<file path="src/rtl/bit_collector.sv">
// Serial-to-parallel byte collector with LSB/MSB-first ordering, abort and output handshake.
// Optional even-parity bit after each byte when BIT_COLLECTOR_PARITY_EN is defined.
module bit_collector (
    input  logic       clk,
    input  logic       rst,
    input  logic       dir,
    input  logic       bit_in,
    input  logic       bit_valid,
    output logic       bit_ready,
    input  logic       abort,
    output logic [7:0] O,
    output logic       out_valid,
    input  logic       out_ready,
    output logic       busy,
    output logic [3:0] count,
    output logic       parity_err
);

    typedef enum logic [1:0] {
        IDLE    = 2'd0,
        COLLECT = 2'd1,
`ifdef BIT_COLLECTOR_PARITY_EN
        PAR     = 2'd2,
`endif
        HOLD    = 2'd3
    } state_e;

    state_e      state_q, state_d;
    logic [7:0]  shreg_q, shreg_d;
    logic [3:0]  count_q, count_d;
    logic        dir_q, dir_d;
    logic        accept;
    logic        eff_dir;
    logic [7:0]  shifted;
`ifdef BIT_COLLECTOR_PARITY_EN
    logic        perr_q, perr_d;
`endif

    assign accept  = bit_valid && bit_ready;
    // The first bit of a byte takes the live dir; later bits follow the latched copy.
    assign eff_dir = (state_q == IDLE) ? dir : dir_q;
    assign shifted = eff_dir ? {shreg_q[6:0], bit_in} : {bit_in, shreg_q[7:1]};

    // NOTE: every always_comb output gets a default first so no path leaves it unassigned (no latch).
    always_comb begin
        state_d = state_q;
        shreg_d = shreg_q;
        count_d = count_q;
        dir_d   = dir_q;
`ifdef BIT_COLLECTOR_PARITY_EN
        perr_d  = perr_q;
`endif
        unique case (state_q)
            IDLE: begin
                if (accept) begin
                    dir_d   = dir;
                    shreg_d = shifted;
                    count_d = 4'd1;
                    state_d = COLLECT;
                end
            end
            COLLECT: begin
                if (abort) begin
                    count_d = 4'd0;
                    state_d = IDLE;
                end else if (accept) begin
                    shreg_d = shifted;
                    count_d = count_q + 4'd1;
                    if (count_q == 4'd7) begin
`ifdef BIT_COLLECTOR_PARITY_EN
                        state_d = PAR;
`else
                        state_d = HOLD;
`endif
                    end
                end
            end
`ifdef BIT_COLLECTOR_PARITY_EN
            PAR: begin
                if (abort) begin
                    count_d = 4'd0;
                    state_d = IDLE;
                end else if (accept) begin
                    count_d = count_q + 4'd1;
                    perr_d  = (^shreg_q) ^ bit_in;
                    state_d = HOLD;
                end
            end
`endif
            HOLD: begin
                if (out_ready) begin
                    count_d = 4'd0;
                    state_d = IDLE;
`ifdef BIT_COLLECTOR_PARITY_EN
                    perr_d  = 1'b0;
`endif
                end
            end
            default: begin
                count_d = 4'd0;
                state_d = IDLE;
            end
        endcase
    end

    // NOTE: sequential state uses non-blocking assignments so all registers update together.
    always_ff @(posedge clk) begin
        if (rst) begin
            state_q <= IDLE;
            shreg_q <= 8'h00;
            count_q <= 4'd0;
            dir_q   <= 1'b0;
`ifdef BIT_COLLECTOR_PARITY_EN
            perr_q  <= 1'b0;
`endif
        end else begin
            state_q <= state_d;
            shreg_q <= shreg_d;
            count_q <= count_d;
            dir_q   <= dir_d;
`ifdef BIT_COLLECTOR_PARITY_EN
            perr_q  <= perr_d;
`endif
        end
    end

    assign O         = shreg_q;
    assign count     = count_q;
    assign out_valid = (state_q == HOLD);
    assign bit_ready = (state_q != HOLD);
`ifdef BIT_COLLECTOR_PARITY_EN
    assign busy       = (state_q == COLLECT) || (state_q == PAR);
    assign parity_err = perr_q;
`else
    assign busy       = (state_q == COLLECT);
    assign parity_err = 1'b0;
`endif

endmodule

</file>
<file path="config.mk">
export PLATFORM = sky130hd
export DESIGN_NAME = bit_collector
export DESIGN_NICKNAME = d
export VERILOG_FILES = /design/src/rtl/bit_collector.sv
export SDC_FILE = /design/constraint.sdc
export NUM_CORES = 1
export LEC_CHECK = 0
export ABC_AREA = 1
export BUFFER_PORTS_ARGS = -buffer_cell sky130_fd_sc_hd__buf_2
export CORE_UTILIZATION = 50
export CTS_CLUSTER_SIZE = 28
export DETAILED_ROUTE_END_ITERATION = 12
export PLACE_DENSITY = 0.79
export SLEW_MARGIN = 0
export SYNTH_ARGS = -nofsm -noshare
export SYNTH_HDL_FRONTEND = slang
export SYNTH_SLANG_ARGS = --single-unit
</file>
<file path="constraint.sdc">
create_clock -name clk -period 2.2 [get_ports clk]
set_input_delay 0.22 -clock clk [delete_from_list [all_inputs] [get_ports clk]]
set_output_delay 0.22 -clock clk [all_outputs]
set_load 0.02 [all_outputs]
</file>
Yosys cells after proc, flatten, opt, wreduce, memory -nomap -nowiden
Cells that the tools add are included.
{ "op_classes": {"order_cmp": 0, "n_addsub": 1, "n_div": 0, "n_shift": 0, "bitwise": 0, "mux": 16, "reduce_logical": 7, "mul": 0, "eq_ne": 9} }
{ "op_table": {"columns": ["op", "count"], "rows": [
  ["$mux W8", 3],
  ["$mux W4", 4],
  ["$pmux W8 S2", 1],
  ["$pmux W4 S3", 1],
  ["$mux W2", 5],
  ["$ne A2 B2 Y1 const B", 3],
  ["$ne A3 B2 Y1 const B", 2],
  ["$pmux W2 S3", 1],
  ["$add A4 B1 Y4 const B", 1],
  ["$eq A4 B3 Y1 const B", 1],
  ["$reduce_and A2 Y1", 2],
  ["$reduce_and A4 Y1", 1],
  ["$reduce_and A3 Y1", 1],
  ["$eq A2 B1 Y1 const B", 1],
  ["$eq A2 B2 Y1 const B", 1],
  ["$logic_not A2 Y1", 1],
  ["$ne A2 B1 Y1 const B", 1],
  ["$reduce_bool A2 Y1", 1],
  ["$logic_and A1 B1 Y1", 1],
  ["$mux W1", 1]
]} }
{ "word_totals": {"ramBits": 0, "n_memories": 0, "reg_bits": 15, "output_inout_bits": 16, "romBits": 0, "elab_cells": 37, "latchBits": 0} }

Depth between registers and ports, before layout
Gate-level depths: netlist of run 1.
{ "logic_depth": {"depth_word": 6, "depth_mapped": 8, "depth_no_buf": 8} }

Worst setup path after synthesis of run 1
No wires, ideal clock.
{ "synth_path": {"path_type": "reg-to-reg", "from": "register state_q[0]", "to": "register state_q[1]", "required_time_ns": 2.134, "arrival_ns": 1.152, "path_stages_with_launch": 7, "setup_time_ns": 0.066, "period_less_slack_ns": 1.218, "setup_slack_ns": 0.982, "n_path_buf": 0, "path_cell_list": "dfxtp_1 -> inv_2 -> nor2_2 -> nand2_1 -> nand3_2 -> nand2_2 -> a21oi_2"} }
{ "synth_rtl": {"columns": ["element", "line", "source"], "rows": [
  ["start: declaration", "28", "state_e state_q, state_d;"],
  ["start signal: assignment", "117", "state_q <= state_d;"],
  ["$eq A2 B1 Y1 *", null, null],
  ["named net busy", "14", "output logic busy,"],
  ["$ne A3 B2 Y1 (no source line)", null, null],
  ["$reduce_and A4 Y1 (no source line)", null, null]
]} }
Mark *: on every way through the listed nets, which the timed path passes. The rest lies on a longest branch.
A chain may end at the register's enable or synchronous reset.

Worst setup path after layout of run 1
{ "layout_path": {"from": "register state_q[0]", "to": "output busy"} }
{ "layout_between": {"elab_chain_len": 1} }
{ "layout_lines": {"columns": ["element", "line", "source"], "rows": [
  ["$eq A2 B1 Y1", "135", "assign busy = (state_q == COLLECT);"],
  ["end: declaration", "14", null]
]} }
No other way between the ends.

==> results of run 1 <==
cell usage after synthesis (2+ instances only):
master   instances  area [um^2]
nor2_2           3         18.8
nand2_1         36          135
o21ai_1          2         10.0
nand2_2          3         18.8
nor2_1           5         18.8
inv_2            4         15.0
inv_1           27          101
o21ai_4          2         32.5
nand2_4          5         56.3
nand3_1         14         70.1
dfxtp_1         15          300
a21oi_1         11         55.1
a21oi_2          2         17.5
power groups by stage:
stage / Clock [mW] / Sequential [mW] / Combinational [mW]
2_1_floorplan: 0 / 0.380 / 0.215
3_3_place_gp: 0 / 0.351 / 0.312
3_5_place_dp: 0 / 0.354 / 0.318
4_1_cts: 0.165 / 0.348 / 0.320
5_1_grt: 0.176 / 0.354 / 0.353
6_report: 0.166 / 0.348 / 0.319
stage by stage:
stage / power (mW) / hold WS (ns) / worst slack [ns] / cells
after floorplan: 0.595 / 0.386 / 0.982 / 140
after global placement: 0.664 / 0.465 / 0.992 / 184
final: 0.833 / 0.227 / 0.722 / 188
after global routing: 0.883 / 0.225 / 0.653 / 188
after CTS: 0.833 / 0.227 / 0.724 / 188
after detailed placement: 0.672 / 0.477 / 0.949 / 184
final cells by class:
cell class	count	area share
Tap cell	25	0.0284
Clock inverter	1	0.00455
Timing Repair Buffer	21	0.0955
Clock buffer	3	0.0205
Inverter	32	0.111
Multi-Input combinational cell	91	0.467
Sequential cell	15	0.273
worst reg2reg max path: cells and delay by family (launching register included):
family	cells	cell delay, ns
AOI/OAI and AO/OA	1	0.06
buffers and inverters	1	0.10
DFF	1	0.53
and+or+nand+nor	5	0.46
cells by family after synthesis:
family | synth area share
AOI/OAI and AO/OA | 0.152
other | 0.00395
and+or+nand+nor | 0.373
buffers and inverters | 0.141
DFF | 0.317
adders and majority gates | 0.0132
flip-flops by register name (all words and copies together), names as in the netlist:
signal and cells:
O 8, count 4, dir_q 1, state_q 2
worst min path at each step:
stage | to | slack [ns] | cells past startpoint
after floorplan | dir_q$_SDFFE_PP0P_ | 0.39 | 2
after global placement | dir_q$_SDFFE_PP0P_ | 0.46 | 2
after detailed placement | dir_q$_SDFFE_PP0P_ | 0.48 | 2
after CTS | dir_q$_SDFFE_PP0P_ | 0.23 | 3
after global routing | dir_q$_SDFFE_PP0P_ | 0.22 | 3
final | dir_q$_SDFFE_PP0P_ | 0.23 | 3
layer usage:
layer / vias up / global-route usage / wire [um]
met2: 25 / 0.331 / 921
met1: 402 / 0.249 / 894
met3: 5 / 0.0238 / 86
met4: 0 / 0.0727 / 29
met5: - / 0 / 0
li1: 476 / - / -
layout by cell type, fill, tap and decap left out, types with 2 or more instances in the layout:
cell,instances
o21ai_4,2
nand2_2,3
inv_2,4
o21ai_1,2
inv_1,27
nor2_1,5
a21oi_1,11
a21oi_2,2
nand3_1,14
dfxtp_1,15
nand2_4,5
nand2_1,36
clkbuf_4,3
nor2_2,3
buf_2,21
==> results_dict.tcl, run 1 <==
set metrics [dict create \
    hpwl_mm 1.49 \
    ctsHoldBuffers 0 \
    synth_edf_count 0 \
    max_freq_mhz 677 \
    cts_setup_buffers 0 \
    crit_slowest_cell "dfxtp_1" \
    avgSynthCellArea_um2 6.77 \
    combPwrFrac 0.383 \
    clk_path_buf_depth 2 \
    first_global_vias 722 \
    rrSetupSlack_ns 0.95 \
    synth.distinct_cells 24 \
    r2r_cells 7 \
    status "complete, no violations" \
    drt_iter0_drc 18 \
    arrival_ns 1.26 \
    synth_ff_type "dfxtp_1" \
    final_max_slew_viol_count 0 \
    rsz0062_at_grt "no" \
    vias 908 \
    grt_max_degree 12 \
    num-fill-cells 160 \
    wl_per_cell_um 10.3 \
    area_growth_pct 16.1 \
    grt_util_all_layers 0.195 \
    multi_input_area_um2 514 \
    powerDensity_nw_per_um2 756 \
    timing_worst_setup_path_type "register to primary output" \
    p_int_uw 484 \
    core_um2 1750 \
    regArea_um2 300 \
    die_area_um2 2070 \
    p_sw_uw 349 \
    cts_resized 0 \
    cp_cell_sequence "inv_2 > nor2_2 > buf_2" \
    rr_startpoint "state_q[1]$_SDFFE_PP0P_" \
    r2r_end "count[1]$_SDFFE_PP0P_" \
    num_antenna_cells 0 \
    tns_ns 0 \
    slowest_delay_ns 0.52 \
    yosys_warnings 0 \
    timing.critical_path.to "busy" \
    place_area_um2 1070 \
    ys_seq_area_frac 0.317 \
    drc 0 \
    syn_area_um2 948 \
    p_seq_frac 0.418 \
    holdCritStartpoint "bit_valid" \
    synth-seq-cells 15 \
    cts-root-buf "clkbuf_4" \
    clkSinkCount 15 \
    startpoint "state_q[0]$_SDFFE_PP0P_" \
    start_kind "register" \
    hold_viol 0 \
    die_y_um 45.6 \
    gr-total-overflow 0 \
    end_kind "primary output" \
    leakage_nw 0.573 \
    routabilityCongestion 0.895 \
    cts.reportedPaths.clkPinSlew_ns 0.09 \
    crit_buf_inv 2 \
    hold_class "input pin to register" \
    clk-insertion-delay-late_ns 0.29 \
    ir_worst_vdd_mv 0.403 \
    antenna_found_initial 0 \
    fin_area_um2 1100 \
    drive_above_1_share 0.294 \
    numCtsBuffers 3 \
    cts_tree "built" \
    clock_power_share 0.199 \
    cp_max_fo 5 \
    cp.depth 3 \
    fin_util 0.631 \
    finalCriticalPeriod_ns 1.48 \
    drtAntennaViolNets 0 \
    fp-row-count 15 \
    setup_viol_count_final 0 \
    initial_utilization 0.543 \
    drt-vias-per-instance 4.83 \
    grt_pass1_wl_mm 2.95 \
    syn_inst 140 \
    post-route-period-util 0.672 \
    cp_top_family "flip-flops" \
    max_cap_viol_count 0 \
    drtPass1Iterations 4 \
    ctsHtreeMaxLevel 1 \
    port_buffers 21 \
    clock_skew_ns 0.00161 \
    synth_fp_nets 148 \
    die_x_um 45.6 \
    critPathRequiredTime_ns 1.98 \
    io_pins 23 \
    synthArstFlopShare 0 \
    final_net_count 172 \
    wl_mm 1.93 \
    p_sw_frac 0.419 \
]
Note: power is estimated with default switching activity, not from simulation.
==> run 2: changes to the inputs <==
- clock period: 2.2 -> 1.42 ns (I/O delays scaled with it)
==> run 2 against run 1 <==
- cell count up 0.53%
- sequential share of layout area shrank 0.10 points
- die area stayed put
- clock power is 49% higher
==> results_dict.tcl, run 2 (synthesized netlist as in run 1, its figures left out) <==
set metrics [dict create \
    cp_max_fo 5 \
    vias 906 \
    post-route-period-util 0.925 \
    initial_utilization 0.543 \
    max_freq_mhz 761 \
    r2r_end "O[0]$_SDFFE_PP0P_" \
    numCtsBuffers 3 \
    hold_class "input pin to register" \
    grt_pass1_wl_mm 3.02 \
    wl_per_cell_um 10.2 \
    io_pins 23 \
    powerDensity_nw_per_um2 1170 \
    cts_resized 0 \
    port_buffers 21 \
    ir_worst_vdd_mv 0.822 \
    rsz0062_at_grt "no" \
    start_kind "register" \
    gr-total-overflow 0 \
    drt_iter0_drc 28 \
    drt-vias-per-instance 4.79 \
    setup_viol_count_final 0 \
    drtPass1Iterations 4 \
    die_x_um 45.6 \
    worstHoldPathCells 3 \
    final_common_cell "nand2_1" \
    drive_above_1_share 0.305 \
    ctsHtreeMaxLevel 1 \
    clkSinkCount 15 \
    clock_skew_ns 0.00165 \
    core_um2 1750 \
    rr_startpoint "state_q[1]$_SDFFE_PP0P_" \
    grt_util_all_layers 0.199 \
    num_antenna_cells 0 \
    multi_input_area_um2 514 \
    placed_cells 185 \
    grt_busiest_layer "met2" \
    die_area_um2 2070 \
    wl_mm 1.93 \
    rrSetupSlack_ns 0.16 \
    holdCritStartpoint "bit_valid" \
    timing_worst_setup_path_type "register to primary output" \
    startpoint "state_q[1]$_SDFFE_PP0P_" \
    regArea_um2 302 \
    ctsHoldBuffers 0 \
    routabilityCongestion 0.873 \
    cts.reportedPaths.clkPinSlew_ns 0.10 \
    arrival_ns 1.17 \
    area_growth_pct 17.0 \
    use_met1 0.255 \
    finalCriticalPeriod_ns 1.31 \
    tns_ns 0 \
    clk_path_buf_depth 2 \
    clk-insertion-delay-late_ns 0.28 \
    drtAntennaViolNets 0 \
    cts-root-buf "clkbuf_4" \
    status "complete, no violations" \
    cts_setup_buffers 0 \
    die_y_um 45.6 \
    leakage_nw 0.578 \
    max_cap_viol_count 0 \
    cts_tree "built" \
    final_max_slew_viol_count 0 \
    hpwl_mm 1.46 \
    grt_util_met3 0.0357 \
    end_kind "primary output" \
    final_net_count 173 \
    fp-row-count 15 \
    antenna_found_initial 0 \
    hold_viol 0 \
    fin_cells 189 \
    drc 0 \
    largest_reg_flops 8 \
    first_global_vias 751 \
    worstHoldEndpoint "dir_q$_SDFFE_PP0P_" \
    critPathRequiredTime_ns 1.28 \
    use_met2 0.329 \
    final_cell_mix "36 x nand2_1, 27 x inv_1, 21 x buf_2" \
    r2r_cells 8 \
    num-fill-cells 160 \
    grt_max_degree 12 \
]
==> run 2: metrics by stage <==
step | hold slack (ns) | total power, mW | utilization | area (um^2) | setup slack [ns]
detailed placement | 0.458 | 1.05 | 0.619 | 1080 | 0.192
global route | 0.146 | 1.39 | 0.636 | 1110 | 0.0358
floorplan | 0.308 | 0.922 | - | 948 | 0.202
global placement | 0.447 | 1.04 | 0.619 | 1080 | 0.213
CTS | 0.157 | 1.30 | 0.635 | 1110 | 0.0161
finish | 0.166 | 1.29 | 0.636 | 1110 | 0.107
==> run 2: metal layers <==
layer	routed length (um)	share of wire	vias up
met1	930	0.48	395
met5	0	0	-
met2	887	0.46	33
met4	12	0.0062	0
li1	-	-	476
met3	98	0.051	2
==> run 2: cell type report <==
cell class,instances,share of cell area
Timing Repair Buffer,22,0.101
Sequential cell,15,0.272
Tap cell,25,0.0282
Clock inverter,1,0.00451
Inverter,32,0.110
Multi-Input combinational cell,91,0.463
Clock buffer,3,0.0203
==> run 2: how the worst max path moves through the flow <==
stage	end	cells after the start
after global placement	count[1]$_SDFFE_PP0P_	7
after floorplan	state_q[1]$_SDFFE_PP0P_	6
after detailed placement	count[1]$_SDFFE_PP0P_	7
final	out_valid	3
after CTS	busy	3
after global routing	out_valid	3
==> run 2: critical path, cell delays in order (launching register included) <==
cell and delay (ns):
dfxtp_1 0.56, nand2_4 0.11, inv_1 0.06, buf_2 0.15
==> run 2: where the power goes <==
group | switching (mW) | internal [mW]
Combinational | 0.331 | 0.178
Sequential | 0.0621 | 0.475
Clock | 0.143 | 0.104
==> run 3: changes to the inputs <==
- CORE_UTILIZATION: 50 -> 49
- CTS_BUF_LIST: unset -> sky130_fd_sc_hd__clkbuf_4 sky130_fd_sc_hd__clkbuf_8
- PLACE_DENSITY: 0.79 -> 0.81
- clock period: 1.42 -> 1.18 ns (I/O delays scaled with it)
==> run 3 against run 2 <==
- critical path depth up 4
- final area rose by 5.9%
- cell count rose by 1.1%
- total power increased by 28%
- clock-buffer cell count up 1
- first-iteration DRC count down 36%
- die area is 2.0% higher
- clock skew is 0.0051 ns higher
- non-clock buffer count is 2 higher
- critical path type is now register to register
- highest routed layer unchanged
==> results_dict.tcl, run 3 (synthesized netlist as in run 1, its figures left out) <==
set metrics [dict create \
    rrSetupSlack_ns 0.03 \
    routabilityCongestion 0.827 \
    ir_worst_vdd_mv 1.05 \
    numCtsBuffers 3 \
    max_cap_viol_count 0 \
    cp_max_fo 5 \
    fin_util 0.666 \
    antenna_found_initial 0 \
    end_kind "register" \
    clkSinkCount 15 \
    hpwl_mm 1.54 \
    drive_above_1_share 0.343 \
    rsz0062_at_grt "yes" \
    finalCriticalPeriod_ns 1.15 \
    final_common_cell "nand2_1" \
    grt_max_degree 12 \
    num_antenna_cells 0 \
    drt-vias-per-instance 4.87 \
    wl_mm 2.06 \
    setup_viol_count_final 0 \
    powerDensity_nw_per_um2 1410 \
    io_pins 23 \
    fp-row-count 15 \
    clk-insertion-delay-late_ns 0.29 \
    first_global_vias 779 \
    final_cell_mix "35 x nand2_1, 27 x inv_1, 19 x buf_2" \
    drtPass1Iterations 5 \
    start_kind "register" \
    cts.reportedPaths.clkPinSlew_ns 0.10 \
    critPathRequiredTime_ns 1.37 \
    wl_per_cell_um 10.8 \
    clock_skew_ns 0.00676 \
    hold_viol 0 \
    die_x_um 46.0 \
    drc 0 \
    gr-total-overflow 0 \
    grt_pass1_wl_mm 3.18 \
    hold_class "input pin to register" \
    core_um2 1760 \
    cts_tree "built" \
    leakage_nw 0.593 \
    timing_worst_setup_path_type "register to register" \
    grt_util_all_layers 0.211 \
    max_freq_mhz 868 \
    cts-root-buf "clkbuf_4" \
    clk_path_buf_depth 2 \
    area_growth_pct 23.9 \
    vias 931 \
    drtAntennaViolNets 0 \
    ctsHtreeMaxLevel 1 \
    arrival_ns 1.35 \
    die_y_um 46.0 \
    die_area_um2 2120 \
    drt_iter0_drc 18 \
    initial_utilization 0.538 \
    pre_cts_slack_ns -0.0667 \
    whs_ns 0.116 \
    final_max_slew_viol_count 0 \
    ctsHoldBuffers 0 \
    post-route-period-util 0.977 \
    status "complete, no violations" \
    largest_reg_flops 8 \
    final_net_count 175 \
    postLayoutSetupSlackWorst_ns 0.0276 \
    port_buffers 21 \
]
-- run 3: power by group --
group	total [mW]	leakage (nW)	switching [mW]	internal (mW)
registers	0.657	0.125	0.0811	0.576
logic	0.666	0.449	0.416	0.250
clock network	0.332	0.0184	0.177	0.154
-- run 3: path summary, 6_finish.rpt --
path                                start                 endpoint  depth (start not counted)
setup / recovery  state_q[0]$_SDFFE_PP0P_  state_q[0]$_SDFFE_PP0P_                          7
hold / removal                        rst    count[2]$_SDFFE_PP0P_                          2
setup reg to reg  state_q[0]$_SDFFE_PP0P_  state_q[0]$_SDFFE_PP0P_                          7
hold reg to reg        dir_q$_SDFFE_PP0P_       dir_q$_SDFFE_PP0P_                          2
-- run 3: cell type report --
cell class / count / area [um^2]
clock buffer: 4 / 30.0
timing repair buffer: 24 / 136
multi-input combinational: 91 / 534
inverter: 32 / 133
tap: 25 / 31.3
fill: 164 / 589
sequential: 15 / 310
-- run 3: timing repair --
action	in CTS	in global routing
resized for setup	6	8
pin swaps	0	2
setup endpoints to repair	17	13
buffers inserted	1	1
-- run 3: per-layer routing --
| metal | share of wire | vias up | track usage |
|---|---|---|---|
| met2 | 0.47 | 30 | 0.355 |
| met4 | 0.026 | 0 | 0.106 |
| li1 | - | 477 | - |
| met5 | 0 | - | 0 |
| met1 | 0.44 | 418 | 0.261 |
| met3 | 0.061 | 6 | 0.0238 |
-- run 3: critical path: stages (launching register included) --
cell and delay (ns):
dfxtp_4 0.40, inv_4 0.09, nor2_4 0.04, buf_4 0.14, nand3_1 0.07, nand3_1 0.12
o21bai_1 0.15, inv_1 0.05
-- run 3: metrics by stage --
stage / setup TNS, ns / total power [mW] / instance area, um^2 / std cells
after floorplan: 0 / 1.12 / 957 / 140
after global placement: 0 / 1.26 / 1090 / 185
after detailed placement: -0.511 / 1.28 / 1090 / 185
after CTS: -0.00409 / 1.63 / 1140 / 190
after global routing: -0.139 / 1.75 / 1170 / 191
final: 0 / 1.66 / 1170 / 191
